===== src/rtl/alu_result_pkg.sv =====
// Shared widths and entry layout for the ALU result buffer.
// Optional forwarding is enabled with ALU_RESULT_BUFFER_FWD_EN.
package alu_result_pkg;

  localparam int RES_DATA_WIDTH = 32;
  localparam int RES_ADDR_WIDTH = 5;

  typedef struct packed {
    logic [RES_DATA_WIDTH-1:0] result;
    logic                      zero;
    logic                      negative;
    logic [RES_ADDR_WIDTH-1:0] rd;
    logic                      we;
  } alu_result_entry_t;

endpackage


===== src/rtl/alu_result_fwd_match.sv =====
// Youngest-first match of one read address against buffered results.
// Used only when ALU_RESULT_BUFFER_FWD_EN is defined.
module alu_result_fwd_match
  import alu_result_pkg::*;
#(
  parameter int DEPTH = 2,
  parameter int PTR_W = $clog2(DEPTH)
) (
  input  alu_result_entry_t           mem [DEPTH],
  input  logic [DEPTH-1:0]            valid,
  input  logic [PTR_W-1:0]            head,
  input  logic [RES_ADDR_WIDTH-1:0]   addr,
  output logic                        hit,
  output logic [RES_DATA_WIDTH-1:0]   data
);

  logic [PTR_W-1:0] idx;

  // Walk oldest to youngest so the last match wins.
  always_comb begin
    hit  = 1'b0;
    data = '0;
    idx  = head;
    for (int k = 0; k < DEPTH; k++) begin
      idx = head + PTR_W'(k);
      if (valid[idx] && mem[idx].we &&
          mem[idx].rd == addr && addr != '0) begin
        hit  = 1'b1;
        data = mem[idx].result;
      end
    end
  end

endmodule


===== src/rtl/alu_result_buffer.sv =====
// Registered ALU result FIFO with retirement-order status flags.
// Define ALU_RESULT_BUFFER_FWD_EN to add two forwarding read ports.
module alu_result_buffer
  import alu_result_pkg::*;
#(
  parameter int DATA_WIDTH = RES_DATA_WIDTH,
  parameter int ADDR_WIDTH = RES_ADDR_WIDTH,
  parameter int DEPTH      = 2
) (
  input  logic                         clock,
  input  logic                         reset_n,
  input  logic                         in_valid,
  output logic                         in_ready,
  input  logic [DATA_WIDTH-1:0]        in_result,
  input  logic                         in_zero,
  input  logic                         in_negative,
  input  logic [ADDR_WIDTH-1:0]        in_rd,
  input  logic                         in_we,
  output logic                         out_valid,
  input  logic                         out_ready,
  output logic [DATA_WIDTH-1:0]        out_result,
  output logic [ADDR_WIDTH-1:0]        out_rd,
  output logic                         out_we,
  output logic                         flag_zero,
  output logic                         flag_negative,
  output logic [$clog2(DEPTH+1)-1:0]   count
`ifdef ALU_RESULT_BUFFER_FWD_EN
  ,
  input  logic [ADDR_WIDTH-1:0]        fwd_addr_a,
  input  logic [ADDR_WIDTH-1:0]        fwd_addr_b,
  output logic                         fwd_hit_a,
  output logic                         fwd_hit_b,
  output logic [DATA_WIDTH-1:0]        fwd_data_a,
  output logic [DATA_WIDTH-1:0]        fwd_data_b
`endif
);

  localparam int PTR_W = $clog2(DEPTH);
  localparam int CNT_W = $clog2(DEPTH+1);

  alu_result_entry_t mem_q [DEPTH];
  alu_result_entry_t mem_d [DEPTH];
  alu_result_entry_t hd;

  logic [PTR_W-1:0] head_q, head_d;
  logic [PTR_W-1:0] tail_q, tail_d;
  logic [CNT_W-1:0] count_q, count_d;
  logic             rdy_q;
  logic             fz_q, fz_d;
  logic             fn_q, fn_d;
  logic             push, pop;

  // rdy_q keeps in_ready low while reset is held.
  assign in_ready  = rdy_q && (count_q < CNT_W'(DEPTH));
  assign out_valid = (count_q != '0);
  assign push      = in_valid && in_ready;
  assign pop       = out_valid && out_ready;

  assign hd            = mem_q[head_q];
  assign out_result    = hd.result;
  assign out_rd        = hd.rd;
  assign out_we        = hd.we;
  assign flag_zero     = fz_q;
  assign flag_negative = fn_q;
  assign count         = count_q;

  always_comb begin
    mem_d   = mem_q;
    head_d  = head_q;
    tail_d  = tail_q;
    count_d = count_q;
    fz_d    = fz_q;
    fn_d    = fn_q;
    if (push) begin
      mem_d[tail_q] = '{result:   in_result,
                        zero:     in_zero,
                        negative: in_negative,
                        rd:       in_rd,
                        we:       in_we};
      tail_d = tail_q + 1'b1;
    end
    if (pop) begin
      head_d = head_q + 1'b1;
      fz_d   = hd.zero;
      fn_d   = hd.negative;
    end
    unique case ({push, pop})
      2'b10:   count_d = count_q + 1'b1;
      2'b01:   count_d = count_q - 1'b1;
      default: count_d = count_q;
    endcase
  end

  always_ff @(posedge clock or negedge reset_n) begin
    if (!reset_n) begin
      for (int i = 0; i < DEPTH; i++) mem_q[i] <= '0;
      head_q  <= '0;
      tail_q  <= '0;
      count_q <= '0;
      rdy_q   <= 1'b0;
      fz_q    <= 1'b0;
      fn_q    <= 1'b0;
    end else begin
      mem_q   <= mem_d;
      head_q  <= head_d;
      tail_q  <= tail_d;
      count_q <= count_d;
      rdy_q   <= 1'b1;
      fz_q    <= fz_d;
      fn_q    <= fn_d;
    end
  end

`ifdef ALU_RESULT_BUFFER_FWD_EN
  logic [DEPTH-1:0] vld;
  logic [PTR_W-1:0] off;

  // Slot i is live when its distance from head is below count.
  always_comb begin
    vld = '0;
    off = '0;
    for (int i = 0; i < DEPTH; i++) begin
      off    = PTR_W'(i) - head_q;
      vld[i] = CNT_W'(off) < count_q;
    end
  end

  alu_result_fwd_match #(.DEPTH(DEPTH)) u_fwd_a (
    .mem   (mem_q),
    .valid (vld),
    .head  (head_q),
    .addr  (fwd_addr_a),
    .hit   (fwd_hit_a),
    .data  (fwd_data_a)
  );

  alu_result_fwd_match #(.DEPTH(DEPTH)) u_fwd_b (
    .mem   (mem_q),
    .valid (vld),
    .head  (head_q),
    .addr  (fwd_addr_b),
    .hit   (fwd_hit_b),
    .data  (fwd_data_b)
  );
`endif

endmodule


===== config.mk =====
export PLATFORM = sky130hd
export DESIGN_NAME = alu_result_buffer
export DESIGN_NICKNAME = d
export VERILOG_FILES = /design/src/rtl/alu_result_pkg.sv /design/src/rtl/alu_result_fwd_match.sv /design/src/rtl/alu_result_buffer.sv
export SDC_FILE = /design/constraint.sdc
export NUM_CORES = 1
export LEC_CHECK = 0
export CORE_ASPECT_RATIO = 1.2
export CORE_MARGIN = 10
export CORE_UTILIZATION = 51
export DETAILED_ROUTE_END_ITERATION = 8
export GPL_ROUTABILITY_DRIVEN = 0
export HOLD_SLACK_MARGIN = 0.03
export PLACE_DENSITY = 0.85
export SYNTH_ARGS = -nofsm -noshare
export SYNTH_HDL_FRONTEND = slang
export SYNTH_SLANG_ARGS = --single-unit

===== constraint.sdc =====
create_clock -name clock -period 1.6 [get_ports clock]
set_input_delay 0.24 -clock clock [delete_from_list [all_inputs] [get_ports clock]]
set_output_delay 0.24 -clock clock [all_outputs]
set_load 0.1 [all_outputs]

=== Yosys cells after proc, flatten, opt, wreduce, memory -nomap -nowiden ===
Cells that the tools add are included.

* Add/subtract/negate cells: 4
* Magnitude comparators: 4
* Eq/ne operators: 2
* Multiplexer cells: 7
* Bitwise logic cells: 2
* Reductions and logical operators: 6

{| class="wikitable"
|+ Operators by type and width
! kind !! count
|-
| $mux 40 || 4
|-
| $bwmux 80 || 1
|-
| $demux 40 s1 || 1
|-
| $ge 2x2->1 const B || 2
|-
| $logic_and 1x1->1 || 4
|-
| $not 1->2 || 2
|-
| $pmux 2 s2 || 1
|-
| $reduce_bool 2->1 || 2
|-
| $add 1x1->1 const B || 2
|-
| $add 2x1->2 const B || 1
|-
| $eq 2x1->1 const B || 1
|-
| $eq 2x2->1 const B || 1
|-
| $lt 2x1->1 const B || 1
|-
| $lt 2x2->1 const B || 1
|-
| $sub 2x1->2 const B || 1
|}

* Register bits after elaboration: 87
* Bits of input ports: 44
* Output and inout port bits: 44
* Word-level logic and storage cells: 41

=== Logic depth before layout (Yosys ltp) ===
Gate-level depths: netlist of the first run.

* Depth after elaboration: 6
* Depth in mapped cells: 6
* Depth with buffers taken out: 6

=== Worst setup path before layout of the first run ===
Ideal clock, no wire load.

* Kind: flip-flop to flip-flop
* Start point: register count_q[1] (netlist: count[1])
* End point: register mem_q[0] (netlist bit)
* Setup time: 0.125 ns
* Arrival: 2.179 ns
* Data required time: 1.475 ns
* Setup slack: -0.704 ns
* Cell stages (with the launch flop): 5
* Path buffers: 1
* Clock period less this slack: 2.304 ns
* Cells stage by stage: dfrtp_1 nor2b_4 nand3_2 buf_6 mux2_4

* Word-level cells in the longest chain between the ends: 3

{| class="wikitable"
|+ RTL lines
! item !! RTL line !! text
|-
| from (decl) || alu_result_buffer.sv:47 || <nowiki>logic [CNT_W-1:0] count_q, count_d;</nowiki>
|-
| from (signal assigned) || alu_result_buffer.sv:107 || <nowiki>count_q <= count_d;</nowiki>
|-
| $lt 2x2->1 || alu_result_buffer.sv:54 || <nowiki>assign in_ready = rdy_q && (count_q < CNT_W'(DEPTH));</nowiki>
|-
| $logic_and 1x1->1 || alu_result_buffer.sv:54 ||
|-
| via in_ready || alu_result_buffer.sv:13 || <nowiki>output logic in_ready,</nowiki>
|-
| $logic_and 1x1->1 || alu_result_buffer.sv:56 || <nowiki>assign push = in_valid && in_ready;</nowiki>
|-
| to (signal assigned) || alu_result_buffer.sv:104 || <nowiki>mem_q <= mem_d;</nowiki>
|-
| to (decl) || alu_result_buffer.sv:41 || <nowiki>alu_result_entry_t mem_q [DEPTH];</nowiki>
|}

The timed path passes the listed nets, and every way through them passes these cells.
A chain may end at the register's enable or synchronous reset.

=== Worst setup path in the final report of the first run ===
* Start point: register head_q
* End point: output port out_result[28]

* Word-level cells in the longest chain between the ends: 4

{| class="wikitable"
|+ RTL lines
! item !! RTL line !! text
|-
| from (decl) || alu_result_buffer.sv:45 || <nowiki>logic [PTR_W-1:0] head_q, head_d;</nowiki>
|-
| from (signal assigned) || alu_result_buffer.sv:97 || <nowiki>head_q <= '0;</nowiki>
|-
| from (signal assigned) || alu_result_buffer.sv:105 || <nowiki>head_q <= head_d;</nowiki>
|-
| $not 1->2 (implied by the code) || alu_result_buffer.sv:59 || <nowiki>assign hd = mem_q[head_q];</nowiki>
|-
| $mux 40 (implied by the code) (3 in a row) || alu_result_buffer.sv:59 ||
|-
| to (decl) || alu_result_buffer.sv:21 || <nowiki>output logic [DATA_WIDTH-1:0] out_result,</nowiki>
|}

Every way passes these cells. The select of a mux whose other input is x is not followed.

==> impl_results.md, run 1 <==
- Area Overhead vs Synth: 39.25%
- Chip height: approximately 120 um
- Clock Path Buffers: 2
- Sequential area share after synthesis: approximately 51%
- Clock transition at path regs: 90 ps
- Port Buffers: 87
- Failing checks: setup timing
- Min-delay worst type: in2async
- CP peak stage delay: 420 ps
- R2R depth: 5
- Critical R2R Capture: mem_q[4]
- R2r setup slk: 20 ps
- Largest net degree at the start of global routing: 35
- Largest family of logic cells by synthesized area: multiplexers
- H-Tree Depth: 3
- Req. time, crit path: 1360 ps
- Post-Synthesis Mean Instance Area: between 15 and 20 um^2
- Initial Util: about 52%
- Unrepaired setup endpoints after global routing: true
- Mapped Area: 4230 um^2
- IO Pins: 88
- Post-synth EDFFs: 0
- Crit-path most repeated cell: buf_12
- Layout cell share with drive strength beyond 1: around three fifths
- Startpoint type of the worst setup path: flop
- Inserted Clock Buffers: 9
- Vias in the first global route: 2676
- Max frequency: ~570 MHz
- Routed Antenna Nets: 0
- Worst-skew pair later-pin latency: about 350 ps
- Synth Area in Simple Gates: between 1.5 and 2%
- Post-synth top area cell: dfrtp_1
- Final slew viol count: 0
- Global-route usage over all layers: 15.45%
- # Max-Cap Violations: 0
- Period Utilization, post-route: 110.4%
- 1st-iter DRT viols: 109
- Synth async-reset ratio: between 90% and 100%
- First-pass detailed-route iteration total: 4
- HPWL Detailed: roughly 6.4 mm
- Reg2Reg Launch Point: count[1]
- Crit-path cells: buf_12 -> mux2_2 -> buf_12
- Cells after Synth: roughly 280
- Compound-cell area share of the yosys netlist: less than 1%
- Root Driver: clkbuf_8
- #FFs+latches synth: between 80 and 90
- Status: complete, but fails checks
- WL/cell: slightly above 20 um
- Fin nets: slightly below 400
- Hold Violations, Final: 0
- Number of warnings issued by yosys: 0
- Leading post-synthesis cells by cell area: dfrtp_1 51%, mux2_2 20%, mux2_4 15%
- Core area: 8108 um^2
- CTS tree: yes
- Tmin final: about 1800 ps
- Crit Path Class: reg2out
- Synth Area in Adders: less than 1%
- Die area: between 10000 and 15000 um^2
- Via Count: around 2300
- Dpl ws: -154.7 ps
- Slowest stage cell, crit path: dfrtp_2
- Primary FF master, synth: dfrtp_1
- Syn_nets: ~320
- Post-synthesis mux area share: between 30 and 40%
- Num rows: 36
- DIE WIDTH: around 100 um
- Endpoint class of the critical path: output port
- Arr. time, crit path: between 1500 and 2000 ps
- Area share of the leading cell type in the synthesized netlist: between 50% and 60%
- Vias per inst: 5.147
- First-pass GRT wire length: 14.95 mm
- DRC viols: 0
- Drt total wl: 9.103 mm
- XOR/XNOR Fraction of Synth Area: under 10%
- Total grt overflow: 0
- CTS Sinks: between 80 and 90
- Finish-stage setup viols: 38
- Crit path max fanout: 23
- Setup WS post-layout: -165.9 ps
- Post-Layout Cell Count: between 400 and 500
- Setup Skew: 11.45 ps
- Antenna Cells: 0
- Initial antenna violation count: 0
- Final core occ: about 73%
- Placed cells: 420
- Post-synth cell types: 22
registers in the layout, indices dropped and copies added (netlist names):
signal,cells
tail_q,1
count,2
head_q,1
flag_negative,1
flag_zero,1
rdy_q,1
mem_q,80
what timing repair did:
item | 4_1_cts | 5_1_grt
setup endpoints to repair | 39 | 39
buffers inserted | 3 | 1
hold buffers | 1 | 0
gates resized for setup | 16 | 4
endpoints found under the hold margin | 29 | 0
synthesized netlist by cell type, drive strengths merged, types with 2 or more instances:
library cell / count
xnor2: 4
mux2: 118
o21ai: 3
nand2: 2
mux2i: 2
buf: 49
nor2: 2
dfrtp: 87
routing by layer:
| metal | part of all wire, % | GRT usage [%] | routed length [um] |
|---|---|---|---|
| met5 | 0 | 0 | 0 |
| met4 | 0.56 | 3.397 | 51 |
| met3 | 4.3 | 3.789 | 392 |
| met2 | 53 | 26.12 | 4812 |
| met1 | 42 | 19.36 | 3847 |
area by class of cell:
cell class,count,area (um^2)
fillers,487,2217
flip-flops and latches,87,2183
multi-input cells,138,1883
repair buffers,104,1505
clock buffers,10,127.6
well taps,95,118.9
clock inverters,6,68.82
inverters,1,3.754
cell usage in the layout (no fill, tap or decap):
cell type,count
mux2_2,22
nand3b_4,1
nor2_1,1
clkinv_2,1
clkinvlp_4,1
xnor2_1,4
o21ai_0,2
buf_6,1
ha_4,1
nor2b_4,1
clkdlybuf4s50_1,42
buf_4,11
dfrtp_2,2
buf_12,49
dlygate4sd3_1,1
inv_1,1
clkinv_4,1
clkbuf_8,9
clkbuf_1,1
or2_4,1
o21ai_2,1
bufinv_16,1
nand3_4,1
nand2_1,2
xor2_1,1
mux2i_1,2
nor2_4,1
conb_1,1
dfrtp_1,84
mux2_4,96
dfrtp_4,1
inv_6,2
cells by family after synthesis:
group,Yosys count
AO/OA/AOI/OAI,3
XOR/XNOR,5
adder cells (fa/ha/maj),1
buffers and inverters,51
flip-flops,87
multiplexers,120
other,1
AND/OR/NAND/NOR,8
stage by stage:
stage               TNS [ps]  instance area, um^2  hold WS, ps
floorplan             -17800                 4397       -55.59
global placement       -6359                 5572        195.3
detailed placement     -7427                 5572        198.5
CTS                    -5909                 5859        392.6
global route           -7058                 5891        409.9
finish                 -5109                 5891        379.5
worst max-delay path, delay by kind of cell (launching register included):
family	cells	cell delay (ps)
muxes	1	390
buffers and inverters	2	370
DFF	1	420
how the worst max path moves through the flow:
stage	start	end	slack, ps	cells after the start
2_1_floorplan	count[1]	mem_q[0]	-370	4
3_3_place_gp	in_valid	mem_q[47]	-120	5
5_1_grt	head_q	out_result[22]	-210	3
3_5_place_dp	in_valid	mem_q[57]	-150	5
4_1_cts	head_q	out_result[27]	-190	3
6_report	head_q	out_result[28]	-170	3
Power of run 1 is left out: the tool's default activity adds up to more than one toggle a clock period on the data nets, which glitch-free logic cannot reach.
==> run 2, diff against run 1 <==
Settings changed: CAP_MARGIN from default to 15.
==> results of run 2 <==
Final layout, timing and power as in run 1 (identical DEF).
Power of run 2 is left out for the same reason.
==> run 3, diff against run 2 <==
Settings changed: CORE_UTILIZATION 51 to 40, PLACE_DENSITY 0.85 to 0.7, SETUP_SLACK_MARGIN from default to 0.05, SLEW_MARGIN from default to 20.
==> impl_results.md, run 3 (synthesized netlist as in run 1, its figures left out) <==
- Status: complete, but fails checks
- Failing checks: setup timing
- Setup WS post-layout: -171.6 ps (-5.681 ps)
- Commonest non-fill, non-tap cell in the layout: mux2_4
- Final core occ: 59.53% (-13 points)
- Chip height: 132.7 um (+11%)
- Crit-path cells: buf_4 -> clkbuf_16 -> mux2_2 -> buf_12
- First-pass detailed-route iteration total: 3 (-1)
- Fill cell count: 823 (+69%)
- Via Count: 2327 (+2.5%)
- WP buf/inv: 3 (+1)
- Layout cell share with drive strength beyond 1: 60.40% (+1.4 points)
- Max FFs per register: 80 (unchanged)
- Vias per inst: 4.838 (-6.0%)
- Min-delay worst type: in2async
- Startpoint type of the worst setup path: flop
- Unrepaired setup endpoints after global routing: true
- CTS Sinks: 87 (unchanged)
- DRC viols: 0 (unchanged)
- Worst-skew pair later-pin latency: 340 ps (about the same)
- Routed Antenna Nets: 0 (unchanged)
- Arr. time, crit path: 1530 ps (about the same)
- Global-route usage over all layers: 12.38% (-3.1 points)
- Tmin final: 1772 ps (+5.681 ps)
- Hold Violations, Final: 0 (unchanged)
- Max frequency: 564.5 MHz (-0.32%)
- 1st-iter DRT viols: 56 (-49%)
- First-pass GRT wire length: 14.97 mm (about the same)
- H-Tree Depth: 3 (unchanged)
- WHS: 399.1 ps (+19.68 ps)
- Initial Util: 40.62% (-12 points)
- WL/cell: 19.09 um (-7.5%)
- Port Buffers: 87 (unchanged)
- Crit path max fanout: 6 (-74%)
- Largest Register: mem_q
- Clock Path Buffers: 2 (unchanged)
- IO Pins: 88 (unchanged)
- Final slew viol count: 0 (unchanged)
- Period Utilization, post-route: 110.7% (+0.36 points)
- # Max-Cap Violations: 0 (unchanged)
- Finish-stage setup viols: 76 (+100%)
- Area Overhead vs Synth: 46.55%
- Crit Path Class: reg2out
- Initial antenna violation count: 1 (+1)
- Fin nets: 392 (+1.6%)
- Drt total wl: 9.181 mm (+0.86%)
- DIE WIDTH: 113.9 um (+10%)
- Total grt overflow: 0 (unchanged)
- Clock transition at path regs: 60 ps (-30 ps)
- Critical path's top delay family: buffers and inverters
- Inserted Clock Buffers: 9 (unchanged)
- CTS tree: yes
- Most frequent cells in the layout: 91 x mux2_4, 84 x dfrtp_1, 53 x buf_12
- HPWL Detailed: 6.191 mm (-2.7%)
- Slowest stage cell, crit path: dfrtp_2
- Die area: 15110 um^2 (+22%)
- Setup Skew: 5.940 ps (-5.511 ps)
- Num rows: 41 (+14%)
- Req. time, crit path: 1360 ps (about the same)
- Vias in the first global route: 2722 (+1.7%)
- Endpoint class of the critical path: output port
- Core area: 10410 um^2 (+28%)
- Root Driver: clkbuf_16
- CP peak stage delay: 410 ps (about the same)
- Largest net degree at the start of global routing: 45 (+29%)
==> run 3: cell types whose count changed in the layout (fill, tap and decap cells not counted), moves of 2 or more <==
cell	before	now
mux2_2	22	27
buf_6	1	3
buf_4	11	9
buf_12	49	53
inv_6	2	0
mux2_4	96	91
clkbuf_16	0	11
clkbuf_8	9	3
==> run 3: metrics by stage <==
step	instances	setup WS, ps	TNS [ps]	cell area (um^2)
global placement	455	-155.4	-6094	5672
finish	481	-171.6	-6356	6200
detailed placement	455	-210.6	-7917	5672
global route	480	-211.3	-10690	6197
CTS	478	-179.4	-6727	6110
floorplan	276	-372.4	-16830	4397
==> run 3: area by class of cell <==
class	instances	area [um^2]	share of cell area [%]
Tap cell	129	161.4	2.603
Inverter	1	3.754	0.06054
Clock buffer	12	266.5	4.299
Clock inverter	3	65.06	1.049
Antenna cell	1	2.502	0.04036
Timing Repair Buffer	110	1643	26.50
Multi-Input combinational cell	138	1874	30.23
Sequential cell	87	2183	35.22
==> run 3: path summary, 6_finish.rpt <==
path / from / end / slack [ps] / cells after the start
min in group clock: mem_q[25] / mem_q[25] / 510 / 1
max in group asynchronous: reset_n / mem_q[39] / 620 / 3
worst max register to register: count[1] / mem_q[69] / -20 / 5
worst min register to register: mem_q[25] / mem_q[25] / 510 / 1
worst min-delay path: reset_n / mem_q[12] / 400 / 2
worst max-delay path: head_q / out_result[27] / -170 / 4
==> run 3: worst reg2reg max path: stages, from the launching register on <==
cell	delay, ps
dfrtp_4	490
buf_6	140
nand3b_4	170
nor2_4	190
buf_12	200
mux2_4	320
==> run 3: metal layers <==
layer / global-route usage [%] / vias up / wire, um
li1: - / 1060 / -
met1: 14.80 / 1209 / 3866
met2: 19.89 / 49 / 4680
met3: 3.709 / 9 / 470
met4: 5.718 / 0 / 163
met5: 0 / - / 0
==> run 3: timing repair <==
item / CTS / global route
hold endpoints to repair: 28 / 0
gates resized for setup: 8 / 13
cloned: 1 / 2
setup buffers: 6 / 1
hold buffers: 1 / 0
pin swaps: 1 / 3
endpoints found under the setup margin: 39 / 122
Power of run 3 is left out for the same reason.
